<file path="src/rtl/cpu_pkg.sv">
// Shared IF/ID definitions: reset PC, branch bus width, IF-to-ID bus layout.
// Latency: n/a (constants only).
// Backpressure: n/a. Optional macro IF_ADEF_EN adds the adef bit at the bus MSB.
package cpu_pkg;

   localparam logic [31:0] RESET_PC    = 32'h1c00_0000;
   localparam int          BR_BUS_WD   = 33;

   // IF-to-ID bus field offsets: {[adef,] inst[31:0], pc[31:0]}
   localparam int          FS_PC_LSB   = 0;
   localparam int          FS_INST_LSB = 32;
`ifdef IF_ADEF_EN
   localparam int          FS_ADEF_BIT     = 64;
   localparam int          FS_TO_DS_BUS_WD = 65;
`else
   localparam int          FS_TO_DS_BUS_WD = 64;
`endif

endpackage

</file>
<file path="src/rtl/if_inst_buf.sv">
// Holds SRAM read data while ID stalls so a one-cycle SRAM word is never lost.
// Latency: captures on the clock edge after i_capture; o_inst_buf valid next cycle.
// Backpressure: none; i_clear has priority over i_capture.
// Ports: clk/resetn, i_capture, i_clear, i_rdata[31:0] -> o_buf_valid, o_inst_buf[31:0].
module if_inst_buf (
   input  logic        clk,
   input  logic        resetn,
   input  logic        i_capture,
   input  logic        i_clear,
   input  logic [31:0] i_rdata,
   output logic        o_buf_valid,
   output logic [31:0] o_inst_buf
);

   logic        r_buf_valid;
   logic [31:0] r_inst_buf;

   always_ff @(posedge clk or negedge resetn) begin
      if (!resetn) begin
         r_buf_valid <= 1'b0;
         r_inst_buf  <= 32'h0;
      end else if (i_clear) begin
         r_buf_valid <= 1'b0;
      end else if (i_capture) begin
         r_buf_valid <= 1'b1;
         r_inst_buf  <= i_rdata;
      end
   end

   assign o_buf_valid = r_buf_valid;
   assign o_inst_buf  = r_inst_buf;

endmodule

</file>
<file path="src/rtl/if_stage.sv">
// Instruction fetch stage: owns PC, drives the 1-cycle inst SRAM, hands {inst,pc} to ID.
// Latency: instruction appears on fs_to_ds_bus one cycle after its SRAM fetch issues.
// Backpressure: valid/allowin with ID; stalls hold the word in if_inst_buf, redirects
// arriving during a stall cancel the stage and are remembered as a pending target.
// Ports: clk/resetn, ds_allowin, br_bus{taken,target} in; fs_to_ds_valid/bus out;
// inst_sram_* SRAM interface. Macro IF_ADEF_EN adds the adef bit and zeroes inst when set.
module if_stage #(
   parameter logic [31:0] RESET_PC = cpu_pkg::RESET_PC
) (
   input  logic                                 clk,
   input  logic                                 resetn,
   input  logic                                 ds_allowin,
   input  logic [cpu_pkg::BR_BUS_WD-1:0]        br_bus,
   output logic                                 fs_to_ds_valid,
   output logic [cpu_pkg::FS_TO_DS_BUS_WD-1:0]  fs_to_ds_bus,
   output logic                                 inst_sram_en,
   output logic                                 inst_sram_we,
   output logic [31:0]                          inst_sram_addr,
   output logic [31:0]                          inst_sram_wdata,
   input  logic [31:0]                          inst_sram_rdata
);

   logic        r_to_fs_valid;
   logic        r_fs_valid;
   logic [31:0] r_fs_pc;
   logic        r_br_pending;
   logic [31:0] r_pend_target;

   logic        w_br_taken;
   logic [31:0] w_br_target;
   logic [31:0] w_nextpc;
   logic        w_fs_ready_go;
   logic        w_fs_allowin;
   logic        w_buf_valid;
   logic [31:0] w_inst_buf;
   logic [31:0] w_inst_raw;

   assign w_br_taken  = br_bus[32];
   assign w_br_target = br_bus[31:0];

   // ---------------- pre-IF ----------------
   always_ff @(posedge clk or negedge resetn) begin
      if (!resetn) r_to_fs_valid <= 1'b0;
      else         r_to_fs_valid <= 1'b1;
   end

   assign w_nextpc = w_br_taken   ? w_br_target   :
                     r_br_pending ? r_pend_target :
                                    r_fs_pc + 32'd4;

   assign inst_sram_en    = r_to_fs_valid & w_fs_allowin;
   assign inst_sram_we    = 1'b0;
   assign inst_sram_addr  = w_nextpc;
   assign inst_sram_wdata = 32'h0;

   // A redirect that cannot fetch this cycle is parked until the next issued fetch.
   always_ff @(posedge clk or negedge resetn) begin
      if (!resetn) begin
         r_br_pending  <= 1'b0;
         r_pend_target <= 32'h0;
      end else begin
         if (inst_sram_en)    r_br_pending <= 1'b0;
         else if (w_br_taken) r_br_pending <= 1'b1;
         if (w_br_taken)      r_pend_target <= w_br_target;
      end
   end

   // ---------------- IF ----------------
   assign w_fs_ready_go = 1'b1;
   assign w_fs_allowin  = ~r_fs_valid | (w_fs_ready_go & ds_allowin);

   always_ff @(posedge clk or negedge resetn) begin
      if (!resetn) begin
         r_fs_valid <= 1'b0;
         r_fs_pc    <= RESET_PC - 32'd4;
      end else if (w_fs_allowin) begin
         r_fs_valid <= r_to_fs_valid;
         if (r_to_fs_valid) r_fs_pc <= w_nextpc;
      end else if (w_br_taken) begin
         // wrong-path instruction stuck in a stalled stage: drop it
         r_fs_valid <= 1'b0;
      end
   end

   // The stage content is replaced whenever it advances or is redirected, so the
   // buffered word must go with it.
   if_inst_buf u_inst_buf (
      .clk         (clk),
      .resetn      (resetn),
      .i_capture   (r_fs_valid & ~ds_allowin & ~w_buf_valid),
      .i_clear     (w_fs_allowin | w_br_taken),
      .i_rdata     (inst_sram_rdata),
      .o_buf_valid (w_buf_valid),
      .o_inst_buf  (w_inst_buf)
   );

   assign w_inst_raw     = w_buf_valid ? w_inst_buf : inst_sram_rdata;
   assign fs_to_ds_valid = r_fs_valid & w_fs_ready_go & ~w_br_taken;

`ifdef IF_ADEF_EN
   logic w_adef;
   assign w_adef       = (r_fs_pc[1:0] != 2'b00);
   assign fs_to_ds_bus = {w_adef, (w_adef ? 32'h0 : w_inst_raw), r_fs_pc};
`else
   assign fs_to_ds_bus = {w_inst_raw, r_fs_pc};
`endif

endmodule
</file>
<file path="config.mk">
export PLATFORM = sky130hd
export DESIGN_NAME = if_stage
export DESIGN_NICKNAME = d
export VERILOG_FILES = /design/src/rtl/cpu_pkg.sv /design/src/rtl/if_inst_buf.sv /design/src/rtl/if_stage.sv
export SDC_FILE = /design/constraint.sdc
export NUM_CORES = 1
export LEC_CHECK = 0
export BUFFER_PORTS_ARGS = -buffer_cell sky130_fd_sc_hd__buf_2
export CAP_MARGIN = 20
export CORE_MARGIN = 10
export CORE_UTILIZATION = 24
export CTS_CLUSTER_SIZE = 30
export DETAILED_ROUTE_END_ITERATION = 12
export HOLD_SLACK_MARGIN = 0.03
export PLACE_DENSITY = 0.41
export SLEW_MARGIN = 20
export SYNTH_ARGS = -nofsm -noshare
export SYNTH_HDL_FRONTEND = slang
export SYNTH_SLANG_ARGS = --single-unit
export TNS_END_PERCENT = 30
</file>
<file path="constraint.sdc">
create_clock -name clk -period 3 [get_ports clk]
set_input_delay 0.45 -clock clk [delete_from_list [all_inputs] [get_ports clk]]
set_output_delay 0.45 -clock clk [all_outputs]
set_load 0.1 [all_outputs]
</file>
======== Word-level counts from Yosys, hierarchy flattened ========
Index checks and enable logic that the tools add are counted.
word-level totals
  register bits after elaboration ......... 100
  input port bits ......................... 68
  output and inout bits ................... 131
  logic and storage cells ................. 33
operators by class
  add/subtract/negate cells ............... 1
  multiplexer cells ....................... 9
  bitwise operators ....................... 11
  reduce and logical (&&, ||, !) cells .... 5
operator list
  cell                     count
  $mux W32                 3
  $add A32 B3 Y32 const B  1
  $mux W1                  6
  $reduce_bool A2 Y1       3
  $not A1 Y1               5
  $and A1 B1 Y1            4
  $reduce_and A2 Y1        2
  $or A1 B1 Y1             2

======== Depth between registers and ports, before layout ========
  depth in word-level cells ............... 5
  depth in mapped cells ................... 7
  mapped depth without buffers ............ 6

======== Hierarchy ========
Synthesis repeated with hierarchy kept, for this count alone.
unflattened totals
  cell total of the unflattened synthesis .. 585
  area total of the unflattened synthesis .. 6140.9 um2
by module, submodules not included
  module       instances  cells an instance  area an instance (um2)  seq. area each (um2)
  if_stage     1          513                4749.6                  1709.1
  if_inst_buf  1          72                 1391.3                  825.8

======== Worst setup path after synthesis ========
Ideal clock, no wire load.
  path kind ............................... register -> output
  from .................................... reg r_fs_pc[3]
  to ...................................... out inst_sram_addr[28]
  arrival ................................. 4.376 ns
  required time ........................... 2.550 ns
  path slack .............................. -1.826 ns
  cell stages (with the launch flop) ...... 7
  path buffers ............................ 0
  cells stage by stage .................... dfstp_2 ha_1 and3_1 nand4_1 nor3_2 a31oi_1 a311oi_1
on the way
  longest elaborated chain between the ends .. 3
ends and longest elaborated chain
  element                 RTL line        text
  start, declared         if_stage.sv:25  logic [31:0] r_fs_pc;
  start signal, assigned  if_stage.sv:75  r_fs_pc <= RESET_PC - 32'd4;
  start signal, assigned  if_stage.sv:78  if (r_to_fs_valid) r_fs_pc <= w_nextpc;
  $add A32 B3 Y32         if_stage.sv:49  r_fs_pc + 32'd4;
  $mux W32                if_stage.sv:48  r_br_pending ? r_pend_target :
  $mux W32                if_stage.sv:47  assign w_nextpc = w_br_taken ? w_br_target :
  end, declared           if_stage.sv:18  output logic [31:0] inst_sram_addr,
Every way passes these cells.

======== Worst setup path after layout ========
Same ends and word-level chain as after synthesis.

==> impl_results.md <==
* Outcome: finished clean
* CTS tree: built
* Placed Area at 7740 um2
* Post-synth top area share at 31.2%
* Largest net degree at the start of global routing at 63
* Slew HR at 39.2%
* GR Overflow Total at 0
* PwrDens at 738 nW/um2
* H-tree levels at 3
* Die footprint at 31500 um2
* Vias in the first global route at 5231
* Worst-path clk slew at 0.07 ns
* # clock sinks at 100
* Layout cell share with drive strength beyond 1 at 47.9%
* Tmin final at 2.98 ns
* Clk network pwr share at 19.6%
* Worst slack at placement at 0.0920 ns
* Gr usage total at 12.6%
* Final Net Count at 857
* Initial Utilization at 24.4%
* Clk_lat worst skew at 0.35 ns
* Arr. time, crit path at 2.53 ns
* Ports at 199
* DR WL/cell at 18.3 um
* Max Clock Skew at 0.00916 ns
* Final WL at 20400 um
* Final hold violation count at 0
* Most frequent cell after synthesis: mux2_2
* Critical path's slowest cell: dfstp_4
* CP Class: flop to output pin
* Seq pwr share at 31.5%
* Least-Margin Pin Slew at 0.911 ns
* PortBufs at 165
* EDFF count, synth at 0
* Area grow syn2layout at 38.8%
* Clock Tree Buf Depth at 2
* Main flop type after synthesis: dfrtp_1
* Via count at 5194
* Fill cell count at 2567
* Post-synth cell types at 63
* Startpoint Class: flop
* Core area at 24300 um2
* Die width at 177 um
* Number of buffers created by CTS at 9
* Net Sw Frac at 49.8%
* Post-route cell area at 8250 um2
* Iteration-0 DRC Markers at 337
* Comb power frac at 48.9%
* Worst hold path type: input port to async pin
* # setup viols final at 0
* Final Max Tran Viols at 0
* Leading cell types by count after synthesis: mux2_2 (87), dfrtp_1 (74), nand2_1 (58), o21ai_0 (41), buf_4 (34)
* Vias/cell at 4.65
* GPL Wtd Cong at 0.794
* RSZ-0062 raised after global routing: true
* Final Cycle Share at 99.4%
* Yosys warns at 0
* Detailed Routing Iterations Pass 1 at 5
* Internal Power at 3.06 mW
* Yosys reg bits at 100
* Synth area leader: dfrtp_1
* Post-synthesis cell area at 5940 um2
* Sum Neg Setup Slack at 0 ns
* Fmax at 335 MHz
* Clock root buffer master: clkbuf_16
* # DRC at 0
* HPWL Detailed at 15500 um
* CP Max Fanout at 5
* Switch Pwr at 3.03 mW
* Die height at 177 um
* Static leakage at 3.56 nW
* Syn Inst Count at 606
* Slack of the critical path at 0.0180 ns
* Sequential share of the synthesized area at 42.7%
* Async set-reset flop share out of synthesis at 100%
* Syn_area_per_cell at 9.81 um2
* CP cell instances: ha_4 > and3_4 > nand4_1 > buf_4 > nor3_4 > a31oi_4 > a311oi_4 > buf_12
* Antenna violations before repair at 3
* Synth top area cells: dfrtp_1 (31%), mux2_2 (16%), dfstp_2 (11%)
* Peak supply drop at 0.283 mV
* FP Rows at 57
* Slowest stage delay, CP at 0.65 ns
* CP endpoint kind: output pin
* Routed Antenna Nets at 0
* Max cap viols at 0
* Critical Path RT at 2.55 ns
* First-pass GRT wire length at 31400 um
-- power groups by stage --
stage	Clock, mW	Combinational (mW)	Sequential, mW
after CTS	1.25	2.98	1.92
after floorplan	0	1.70	2.55
after detailed placement	0	2.91	1.95
final	1.19	2.98	1.92
after global routing	1.29	3.11	1.96
after global placement	0	2.92	1.94
-- sequential cells by signal, summed over array words and instances (netlist names) --
name,cells
r_fs_pc,32
r_pend_target,32
u_inst_buf.o_inst_buf,32
r_br_pending,1
r_fs_valid,1
r_to_fs_valid,1
u_inst_buf.o_buf_valid,1
-- routing by layer --
| metal | global-route usage, % | share of wire, % | vias to the layer above |
|---|---|---|---|
| met1 | 16.9 | 47 | 2497 |
| met5 | 0 | 0.093 | - |
| met3 | 4.91 | 8.9 | 21 |
| li1 | - | - | 2478 |
| met2 | 18.7 | 43 | 194 |
| met4 | 3.27 | 1.4 | 4 |
-- through the flow --
| stage | utilization [%] | hold WS (ns) | instances | total power [mW] |
|---|---|---|---|---|
| final | 33.9 | 0.224 | 1118 | 6.09 |
| after global placement | 31.8 | 0.469 | 1088 | 4.86 |
| after floorplan | - | 0.154 | 638 | 4.25 |
| after global routing | 33.9 | 0.292 | 1117 | 6.37 |
| after CTS | 33.7 | 0.264 | 1115 | 6.15 |
| after detailed placement | 31.8 | 0.470 | 1088 | 4.86 |
-- worst max-delay path, delay by kind of cell (launching register included) --
kind                     cells  cell delay (ns)
AO/OA/AOI/OAI                2             0.41
adder cells (fa/ha/maj)      1             0.14
buffers and inverters        2             0.42
flip-flops                   1             0.65
AND/OR/NAND/NOR              3             0.55
-- timing repair --
item,4_1_cts,5_1_grt
setup endpoints to repair,11,14
hold buffers,0,0
resized for setup,17,10
buffers inserted,11,2
pin swaps,9,6
-- cell usage in the layout, fill, tap and decap left out, types with 16 or more instances in the layout --
| cell type | count |
|---|---|
| a21oi_1 | 25 |
| dfstp_4 | 16 |
| conb_1 | 34 |
| nand2_1 | 58 |
| buf_12 | 23 |
| mux2_2 | 87 |
| o21ai_0 | 32 |
| nor2_1 | 18 |
| buf_2 | 141 |
| inv_1 | 28 |
| dfrtp_1 | 71 |
| buf_4 | 42 |
-- kinds of logic (layout without fill, tap and decap cells) --
family	after synthesis	in the layout	share of synthesized area [%]
fa+ha+maj	1	1	0.210
mux	92	92	17.3
buf+inv	97	252	8.40
xor+xnor	16	16	2.36
other cells	2	35	0.126
simple gates	160	160	14.2
flops	100	100	42.7
compound gates	138	138	14.7
-- cell type report --
cell class	count	area, um2	share of cell area (%)
Antenna cell	1	2.50	0.0303
Clock buffer	12	236	2.87
Clock inverter	4	50.0	0.607
Inverter	28	105	1.27
Multi-Input combinational cell	441	3350	40.6
Sequential cell	100	2600	31.5
Tap cell	324	405	4.92
Timing Repair Buffer	208	1500	18.2
-- worst paths after layout --
check,startpoint,endpoint,slack (ns),depth (start not counted)
min reg2reg,r_pend_target[31],r_pend_target[31],0.48,1
max,r_fs_pc[3],inst_sram_addr[28],0.02,8
max reg2reg,r_fs_pc[3],r_fs_pc[13],0.74,6
max in group asynchronous,resetn,u_inst_buf.o_inst_buf[4],2.04,2
min,resetn,r_pend_target[6],0.22,1
min in group clk,br_bus[0],r_pend_target[0],0.33,3
Note: power is estimated with default switching activity, not from simulation.
